**config.mk**
```make
export PLATFORM = sky130hd
export DESIGN_NAME = decode_lut_flat
export DESIGN_NICKNAME = d
export VERILOG_FILES = /design/src/rtl/decode_lut_pkg.sv /design/src/rtl/decode_lut_if.sv /design/src/rtl/decode_lut_lut_mem.sv /design/src/rtl/decode_lut.sv /design/src/flat_wrapper.sv
export SDC_FILE = /design/constraint.sdc
export NUM_CORES = 2
export LEC_CHECK = 0
export CAP_MARGIN = 20
export CORE_ASPECT_RATIO = 1.5
export CORE_MARGIN = 2
export CORE_UTILIZATION = 60
export CTS_CLUSTER_SIZE = 24
export DETAILED_ROUTE_END_ITERATION = 6
export DONT_BUFFER_PORTS = 1
export PLACE_DENSITY_LB_ADDON = 0.15
export REMOVE_ABC_BUFFERS = 1
export SKIP_LAST_GASP = 1
export SLEW_MARGIN = 20
export SYNTH_ARGS = -nofsm -noshare
export SYNTH_HDL_FRONTEND = slang
export SYNTH_SLANG_ARGS = --single-unit
```
**constraint.sdc**
```tcl
create_clock -name clk -period 6.1 [get_ports clk]
set_input_delay 1.83 -clock clk [delete_from_list [all_inputs] [get_ports clk]]
set_output_delay 1.83 -clock clk [all_outputs]
set_load 0.1 [all_outputs]
```
**src/rtl/decode_lut_pkg.sv**
```systemverilog
// Control-word layout shared by the decode table, its bus interface and benches.
// Field order fixes the packing of the cfg_word write port.
package decode_pkg;
   localparam int REG_W    = 4;
   localparam int ALU_OP_W = 4;
   localparam int PC_W     = 16;
   localparam int DATA_W   = 8;

   typedef struct packed {
      logic                mem_w;
      logic                rf_w;
      logic [ALU_OP_W-1:0] alu_op;
      logic [REG_W-1:0]    rs_addr;
      logic [REG_W-1:0]    rt_addr;
      logic [REG_W-1:0]    rd_addr;
      logic [PC_W-1:0]     imm_pc;
      logic [DATA_W-1:0]   alu_in;
      logic                alu_sel;
   } ctrl_t;

   localparam int    CTRL_W   = $bits(ctrl_t);
   localparam ctrl_t CTRL_NOP = '0;

   function automatic logic [15:0] sat_inc(input logic [15:0] v);
      return (v == 16'hFFFF) ? v : v + 16'd1;
   endfunction
endpackage

```
**src/rtl/decode_lut_if.sv**
```systemverilog
// Decode stage bus: op input handshake, control-word output handshake, table config port.
// slave is the decode stage; master is the fetch/consumer/config side.
interface decode_lut_if
   import decode_pkg::*;
#(
   parameter int OP_W  = 9,
   parameter int IDX_W = 6
) ();
   logic              in_valid;
   logic              in_ready;
   logic [OP_W-1:0]   op_i;
   logic              out_valid;
   logic              out_ready;
   logic              mem_w;
   logic              rf_w;
   logic              alu_sel;
   logic [ALU_OP_W-1:0] alu_op;
   logic [REG_W-1:0]  rs_addr;
   logic [REG_W-1:0]  rt_addr;
   logic [REG_W-1:0]  rd_addr;
   logic [PC_W-1:0]   imm_pc;
   logic [DATA_W-1:0] alu_in;
   logic              illegal_o;
   logic              cfg_we;
   logic [IDX_W-1:0]  cfg_idx;
   ctrl_t             cfg_word;
   logic [15:0]       miss_cnt;

   modport slave (
      input  in_valid, op_i, out_ready, cfg_we, cfg_idx, cfg_word,
      output in_ready, out_valid, mem_w, rf_w, alu_sel, alu_op, rs_addr, rt_addr,
             rd_addr, imm_pc, alu_in, illegal_o, miss_cnt
   );

   modport master (
      output in_valid, op_i, out_ready, cfg_we, cfg_idx, cfg_word,
      input  in_ready, out_valid, mem_w, rf_w, alu_sel, alu_op, rs_addr, rt_addr,
             rd_addr, imm_pc, alu_in, illegal_o, miss_cnt
   );
endinterface

```
**src/rtl/decode_lut_lut_mem.sv**
```systemverilog
// Decode table storage: one synchronous write port, one combinational read port.
// Contents are unreset; validity is tracked by the owner.
module lut_mem
   import decode_pkg::*;
#(
   parameter int IDX_W = 6
) (
   input  logic             clk,
   input  logic             we,
   input  logic [IDX_W-1:0] widx,
   input  ctrl_t            wdat,
   input  logic [IDX_W-1:0] ridx,
   output ctrl_t            rdat
);
   localparam int DEPTH = 1 << IDX_W;

   ctrl_t mem [DEPTH];

   always_ff @(posedge clk) begin
      if (we) begin
         mem[widx] <= wdat;
      end
   end

   assign rdat = mem[ridx];
endmodule

```
**src/rtl/decode_lut.sv**
```systemverilog
// Programmable instruction decode: op -> control word, one registered stage.
// Latency 1; in_ready = !out_valid || out_ready, outputs hold while stalled.
module decode_lut
   import decode_pkg::*;
#(
   parameter int OP_W  = 9,
   parameter int IDX_W = 6
) (
   input  logic         clk,
   input  logic         reset_n,
   decode_lut_if.slave  bus
);
   localparam int DEPTH = 1 << IDX_W;

   logic [IDX_W-1:0] idx;
   logic [DEPTH-1:0] entry_vld;
   ctrl_t            rd_word;
   ctrl_t            lk_word;
   ctrl_t            ctrl_q;
   logic             fire;
   logic             bypass;
   logic             hit;
   logic             illegal_q;
   logic             out_valid_q;
   logic [15:0]      miss_q;
   logic             unused_op_hi;

   // Upper opcode bits alias onto the same table entry.
   assign idx          = bus.op_i[IDX_W-1:0];
   assign unused_op_hi = ^bus.op_i[OP_W-1:IDX_W];

   lut_mem #(.IDX_W(IDX_W)) u_mem (
      .clk  (clk),
      .we   (bus.cfg_we),
      .widx (bus.cfg_idx),
      .wdat (bus.cfg_word),
      .ridx (idx),
      .rdat (rd_word)
   );

   assign bus.in_ready = !out_valid_q || bus.out_ready;
   assign fire         = bus.in_valid && bus.in_ready;
   assign bypass       = bus.cfg_we && (bus.cfg_idx == idx);
   assign hit          = bypass || entry_vld[idx];

   always_comb begin
      lk_word = CTRL_NOP;
      if (bypass) begin
         lk_word = bus.cfg_word;
      end else if (entry_vld[idx]) begin
         lk_word = rd_word;
      end
   end

   always_ff @(posedge clk or negedge reset_n) begin
      if (!reset_n) begin
         entry_vld <= '0;
      end else if (bus.cfg_we) begin
         entry_vld[bus.cfg_idx] <= 1'b1;
      end
   end

   always_ff @(posedge clk or negedge reset_n) begin
      if (!reset_n) begin
         out_valid_q <= 1'b0;
         ctrl_q      <= CTRL_NOP;
         illegal_q   <= 1'b0;
      end else if (fire) begin
         out_valid_q <= 1'b1;
         ctrl_q      <= lk_word;
         illegal_q   <= !hit;
      end else if (bus.out_ready) begin
         out_valid_q <= 1'b0;
      end
   end

   always_ff @(posedge clk or negedge reset_n) begin
      if (!reset_n) begin
         miss_q <= '0;
      end else if (fire && !hit) begin
         miss_q <= sat_inc(miss_q);
      end
   end

   assign bus.out_valid = out_valid_q;
   assign bus.mem_w     = ctrl_q.mem_w;
   assign bus.rf_w      = ctrl_q.rf_w;
   assign bus.alu_op    = ctrl_q.alu_op;
   assign bus.rs_addr   = ctrl_q.rs_addr;
   assign bus.rt_addr   = ctrl_q.rt_addr;
   assign bus.rd_addr   = ctrl_q.rd_addr;
   assign bus.imm_pc    = ctrl_q.imm_pc;
   assign bus.alu_in    = ctrl_q.alu_in;
   assign bus.alu_sel   = ctrl_q.alu_sel;
   assign bus.illegal_o = illegal_q;
   assign bus.miss_cnt  = miss_q;
endmodule

```
**src/flat_wrapper.sv**
```systemverilog
// flat-port wrapper written by rule: the top's interface ports become plain ports
module decode_lut_flat import decode_pkg::*;
#(
   parameter int OP_W  = 9,
   parameter int IDX_W = 6
)
  (clk, reset_n, bus_in_valid, bus_op_i, bus_out_ready, bus_cfg_we, bus_cfg_idx, bus_cfg_word, bus_in_ready, bus_out_valid, bus_mem_w, bus_rf_w, bus_alu_sel, bus_alu_op, bus_rs_addr, bus_rt_addr, bus_rd_addr, bus_imm_pc, bus_alu_in, bus_illegal_o, bus_miss_cnt);
  decode_lut_if #(.OP_W(OP_W), .IDX_W(IDX_W)) bus_i ();
  input  logic clk;
  input  logic reset_n;
  input wire logic [$bits(bus_i.in_valid)-1:0] bus_in_valid;
  input wire logic [$bits(bus_i.op_i)-1:0] bus_op_i;
  input wire logic [$bits(bus_i.out_ready)-1:0] bus_out_ready;
  input wire logic [$bits(bus_i.cfg_we)-1:0] bus_cfg_we;
  input wire logic [$bits(bus_i.cfg_idx)-1:0] bus_cfg_idx;
  input wire logic [$bits(bus_i.cfg_word)-1:0] bus_cfg_word;
  output wire logic [$bits(bus_i.in_ready)-1:0] bus_in_ready;
  output wire logic [$bits(bus_i.out_valid)-1:0] bus_out_valid;
  output wire logic [$bits(bus_i.mem_w)-1:0] bus_mem_w;
  output wire logic [$bits(bus_i.rf_w)-1:0] bus_rf_w;
  output wire logic [$bits(bus_i.alu_sel)-1:0] bus_alu_sel;
  output wire logic [$bits(bus_i.alu_op)-1:0] bus_alu_op;
  output wire logic [$bits(bus_i.rs_addr)-1:0] bus_rs_addr;
  output wire logic [$bits(bus_i.rt_addr)-1:0] bus_rt_addr;
  output wire logic [$bits(bus_i.rd_addr)-1:0] bus_rd_addr;
  output wire logic [$bits(bus_i.imm_pc)-1:0] bus_imm_pc;
  output wire logic [$bits(bus_i.alu_in)-1:0] bus_alu_in;
  output wire logic [$bits(bus_i.illegal_o)-1:0] bus_illegal_o;
  output wire logic [$bits(bus_i.miss_cnt)-1:0] bus_miss_cnt;
  assign bus_i.in_valid = bus_in_valid;
  assign bus_i.op_i = bus_op_i;
  assign bus_i.out_ready = bus_out_ready;
  assign bus_i.cfg_we = bus_cfg_we;
  assign bus_i.cfg_idx = bus_cfg_idx;
  assign bus_i.cfg_word = bus_cfg_word;
  assign bus_in_ready = bus_i.in_ready;
  assign bus_out_valid = bus_i.out_valid;
  assign bus_mem_w = bus_i.mem_w;
  assign bus_rf_w = bus_i.rf_w;
  assign bus_alu_sel = bus_i.alu_sel;
  assign bus_alu_op = bus_i.alu_op;
  assign bus_rs_addr = bus_i.rs_addr;
  assign bus_rt_addr = bus_i.rt_addr;
  assign bus_rd_addr = bus_i.rd_addr;
  assign bus_imm_pc = bus_i.imm_pc;
  assign bus_alu_in = bus_i.alu_in;
  assign bus_illegal_o = bus_i.illegal_o;
  assign bus_miss_cnt = bus_i.miss_cnt;
  decode_lut #(.OP_W(OP_W), .IDX_W(IDX_W)) u_core (.clk(clk), .reset_n(reset_n), .bus(bus_i));
endmodule
```
==> qor.yml <==
cts_buffers: 268
hpwl_um: 167000
seq_area_um2: 85800
nets: 6024
synth.avg_cell_area_um2: 19.2
cp_slowest_stage_delay_ns: 0.48
cts_tree: "built"
path_clk_slew_ns: 0.06
area_growth_pct: 10.9
syn_inst: 5833
relSlewSlack_pct: 14.0
grt_pass1_vias: 59700
maxCapViolCount: 0
hold_buffers: 0
critPathTopFamily: "buffers and inverters"
pwr-share-clk_pct: 39.9
min-delay-start: "u_core.entry_vld[42]$_DFFE_PN0P_"
worstSetupStartpointType: "input pin"
fp.dieW_um: 357
ys_seq_area_share_pct: 76.5
switching_share_pct: 21.9
ys_ff_latch: 2877
synth_top_flop_cell: "edfxtp_1"
synth_top_family_by_area: "multiplexers"
crit_type: "input pin to register"
first_pass_iters: 7
ios: 125
seqPwrFrac_pct: 55.5
drv_slew: 0
start_util_pct: 60.3
portBuffers: 0
rrSetupSlack_ns: 2.16
hold_viol: 0
fin_ws_ns: 0.521
worst_pin_slew_ns: 1.29
p_switching_w: 0.00889
crit_required_ns: 6.85
finalCriticalPeriod_ns: 5.58
cp-startpoint: "bus_op_i[0]"
pre_cts_ws_ns: -1.32
status: "finished, violations left"
powerDensity_nw_per_um2: 327
overflow: 0
ys_warn_count: 0
arrival_ns: 6.33
p_total_w: 0.0407
cts.sinks: 2877
num_rows: 194
yosysUniqueCellTypes: 54
num_vias: 60300
synth_top_area_share_pct: 73.7
path_buf_inv: 8
cpMostUsedCell: "buf_16"
clk_path_buf_depth: 4
drc: 1
synth-xor-area-share_pct: 0.156
async_flop_share_pct: 4.34
rsz0062_at_grt: "no"
root_buffer: "clkbuf_16"
max_freq_ghz: 0.179
muxShareOfSynthArea_pct: 13.6
yosys.area_share.simple_pct: 2.25
worstReg2RegStart: "u_core.bus.out_valid$_DFFE_PN0P_"
gp_congestion: 0.835
die_area_um2: 190000
n_fill_cell: 12200
post_drt_wl_per_cell_um: 37.3
first_iter_violations: 8150
peakVddDrop_v: 0.000293
hold_path.class: "register to register"
synth.largest_area_cell: "edfxtp_1"
cp_slowest_cell: "buf_16"
ant_nets: 0
ctsHtreeMaxLevel: 5
core_um2: 186000
setup_viol: 0
grt_pass1_wl_um: 445000
synth-compound-area-share_pct: 5.54
antenna_found_initial: 8
totalWireLength_um: 321000
min_period_over_period_pct: 91.5
syn_area_um2: 112000
insertion_delay_ns: 0.84
design_area_um2: 124000
p_leak_nw: 41.4
path_cells: "buf_16, buf_16, buf_16, buf_16, buf_16, mux2i_1, a22oi_1, nand2_1, o21ai_0, buf_4, o21ai_0, buf_4, nand2_4, buf_12, nand4_1, a31oi_1"
combPwrFrac_pct: 4.6
place_area_um2: 116000
cts_setup_buffers: 0
violations: "DRC"
drive_above_1_share_pct: 16.8
synthAdderAreaFrac_pct: 0.0112
die-height_um: 533
grt_max_degree: 290
clock_skew_ns: 0.0410
synth_area_leaders: "edfxtp_1 74%, mux2i_1 7.8%, mux4_2 5.6%"
crit_path_end_kind: "register"
vias_per_cell: 7.00
power.internal_w: 0.0318
critPathMaxFanout: 87
multi_input_area_um2: 24700
grt_usage_pct: 33.6
synth_edf_count: 2752
-- worst paths after layout --
kind,to,cells after the start
setup reg to reg,u_core.bus.miss_cnt[8]$_DFFE_PN0P_,7
setup / recovery,u_core.bus.rd_addr[1]$_DFFE_PN0P_,16
hold reg to reg,u_core.entry_vld[42]$_DFFE_PN0P_,1
max in group asynchronous,u_core.bus.imm_pc[7]$_DFFE_PN0P_,0
hold / removal,u_core.entry_vld[42]$_DFFE_PN0P_,1
min in group asynchronous,u_core.bus.out_valid$_DFFE_PN0P_,0
-- cell type report --
cell class,instances,area share [%]
flip-flops and latches,2877,69.0
well taps,2450,2.47
inverters,25,0.0815
repair buffers,212,1.91
clock buffers,354,5.93
clock inverters,115,0.770
multi-input cells,2576,19.9
diodes,6,0.0121
-- stage by stage --
| step | instances | setup TNS (ns) | hold slack, ns | util, % |
|---|---|---|---|---|
| after floorplan | 5478 | -184.12 | 0.439 | - |
| after global placement | 8130 | -64.02 | 0.451 | 62.2 |
| after detailed placement | 8134 | -72.28 | 0.452 | 62.3 |
| after CTS | 8605 | 0 | 0.467 | 66.8 |
| after global routing | 8610 | 0 | 0.476 | 66.9 |
| final | 8615 | 0 | 0.467 | 66.9 |
-- synthesized netlist by cell type (all sizes together) (10+ instances only) --
| cell type | instances |
|---|---|
| edfxtp | 2752 |
| mux2i | 875 |
| a22oi | 305 |
| mux4 | 280 |
| nor2 | 212 |
| buf | 181 |
| clkbuf | 174 |
| a221oi | 161 |
| dfrtp | 125 |
| nand2 | 117 |
| a21oi | 103 |
| o21ai | 71 |
| or2 | 65 |
| a31oi | 61 |
| nand4 | 45 |
| o21a | 42 |
| nand3 | 36 |
| nor3 | 28 |
| o22ai | 25 |
| inv | 23 |
| a2111oi | 21 |
| a222oi | 20 |
| o41ai | 16 |
| mux2 | 13 |
| xnor2 | 12 |
| nor2b | 10 |
-- power groups by stage --
stage | clock (W) | sequential (W) | combinational [W]
2_1_floorplan | 0 | 0.0229 | 0.00109
3_3_place_gp | 0 | 0.0230 | 0.00179
3_5_place_dp | 0 | 0.0230 | 0.00182
4_1_cts | 0.0163 | 0.0226 | 0.00183
5_1_grt | 0.0171 | 0.0226 | 0.00194
6_report | 0.0162 | 0.0226 | 0.00186
-- kinds of logic after synthesis --
family,after synthesis
xor gates and xnor gates,20
muxes,1168
adders and majority gates,1
and+or+nand+nor,544
AOI/OAI and AO/OA,843
DFF,2877
buffers and inverters,380
-- metal layers --
layer  up-vias  global-route usage, %  part of all wire, %
met5         -                      0               0.0037
met4         2                   16.3                  5.6
met2      3770                   56.3                   50
met3       938                   6.83                  9.8
met1     31500                   42.0                   34
li1      24100                      -                    -
-- placed cells by master, fill, tap and decap left out, types with 11 or more instances in the layout --
cell type	n
a222oi_1	20
bufinv_16	14
a2111oi_2	16
buf_4	159
a31oi_1	61
o21ai_0	63
nor2_1	146
edfxtp_1	2752
o41ai_1	16
clkinv_2	38
inv_1	22
clkbuf_1	63
a22oi_1	305
xnor2_1	12
o21a_1	42
nor3_1	25
a21oi_1	103
mux2_2	13
or2_2	64
nand4_1	45
nand2_1	114
clkbuf_16	280
nor2_4	64
buf_12	38
clkinv_1	44
o22ai_1	25
clkbuf_8	13
buf_16	11
mux2i_1	875
a221oi_1	161
dfrtp_1	125
mux4_2	280
nand3_1	36
-- timing repair --
item,4_1_cts,5_1_grt
setup endpoints to repair,60,49
gates resized for setup,0,0
cloned,2,2
pin swaps,0,0
-- state kept, by name, indices dropped and copies added (netlist names), 8 cells and up --
name                 flops
u_core.bus.alu_in        8
u_core.bus.imm_pc       16
u_core.u_mem.mem      2752
u_core.bus.miss_cnt     16
u_core.entry_vld        64
-- worst reg2reg max path, delay by kind of cell (launching register included) --
kind             cells  cell delay [ns]
flip-flops           1             0.73
XOR/XNOR             1             0.14
AND/OR/NAND/NOR      5             2.54
AO/OA/AOI/OAI        1             0.34
No activity file was read; power rests on OpenSTA's default activity.
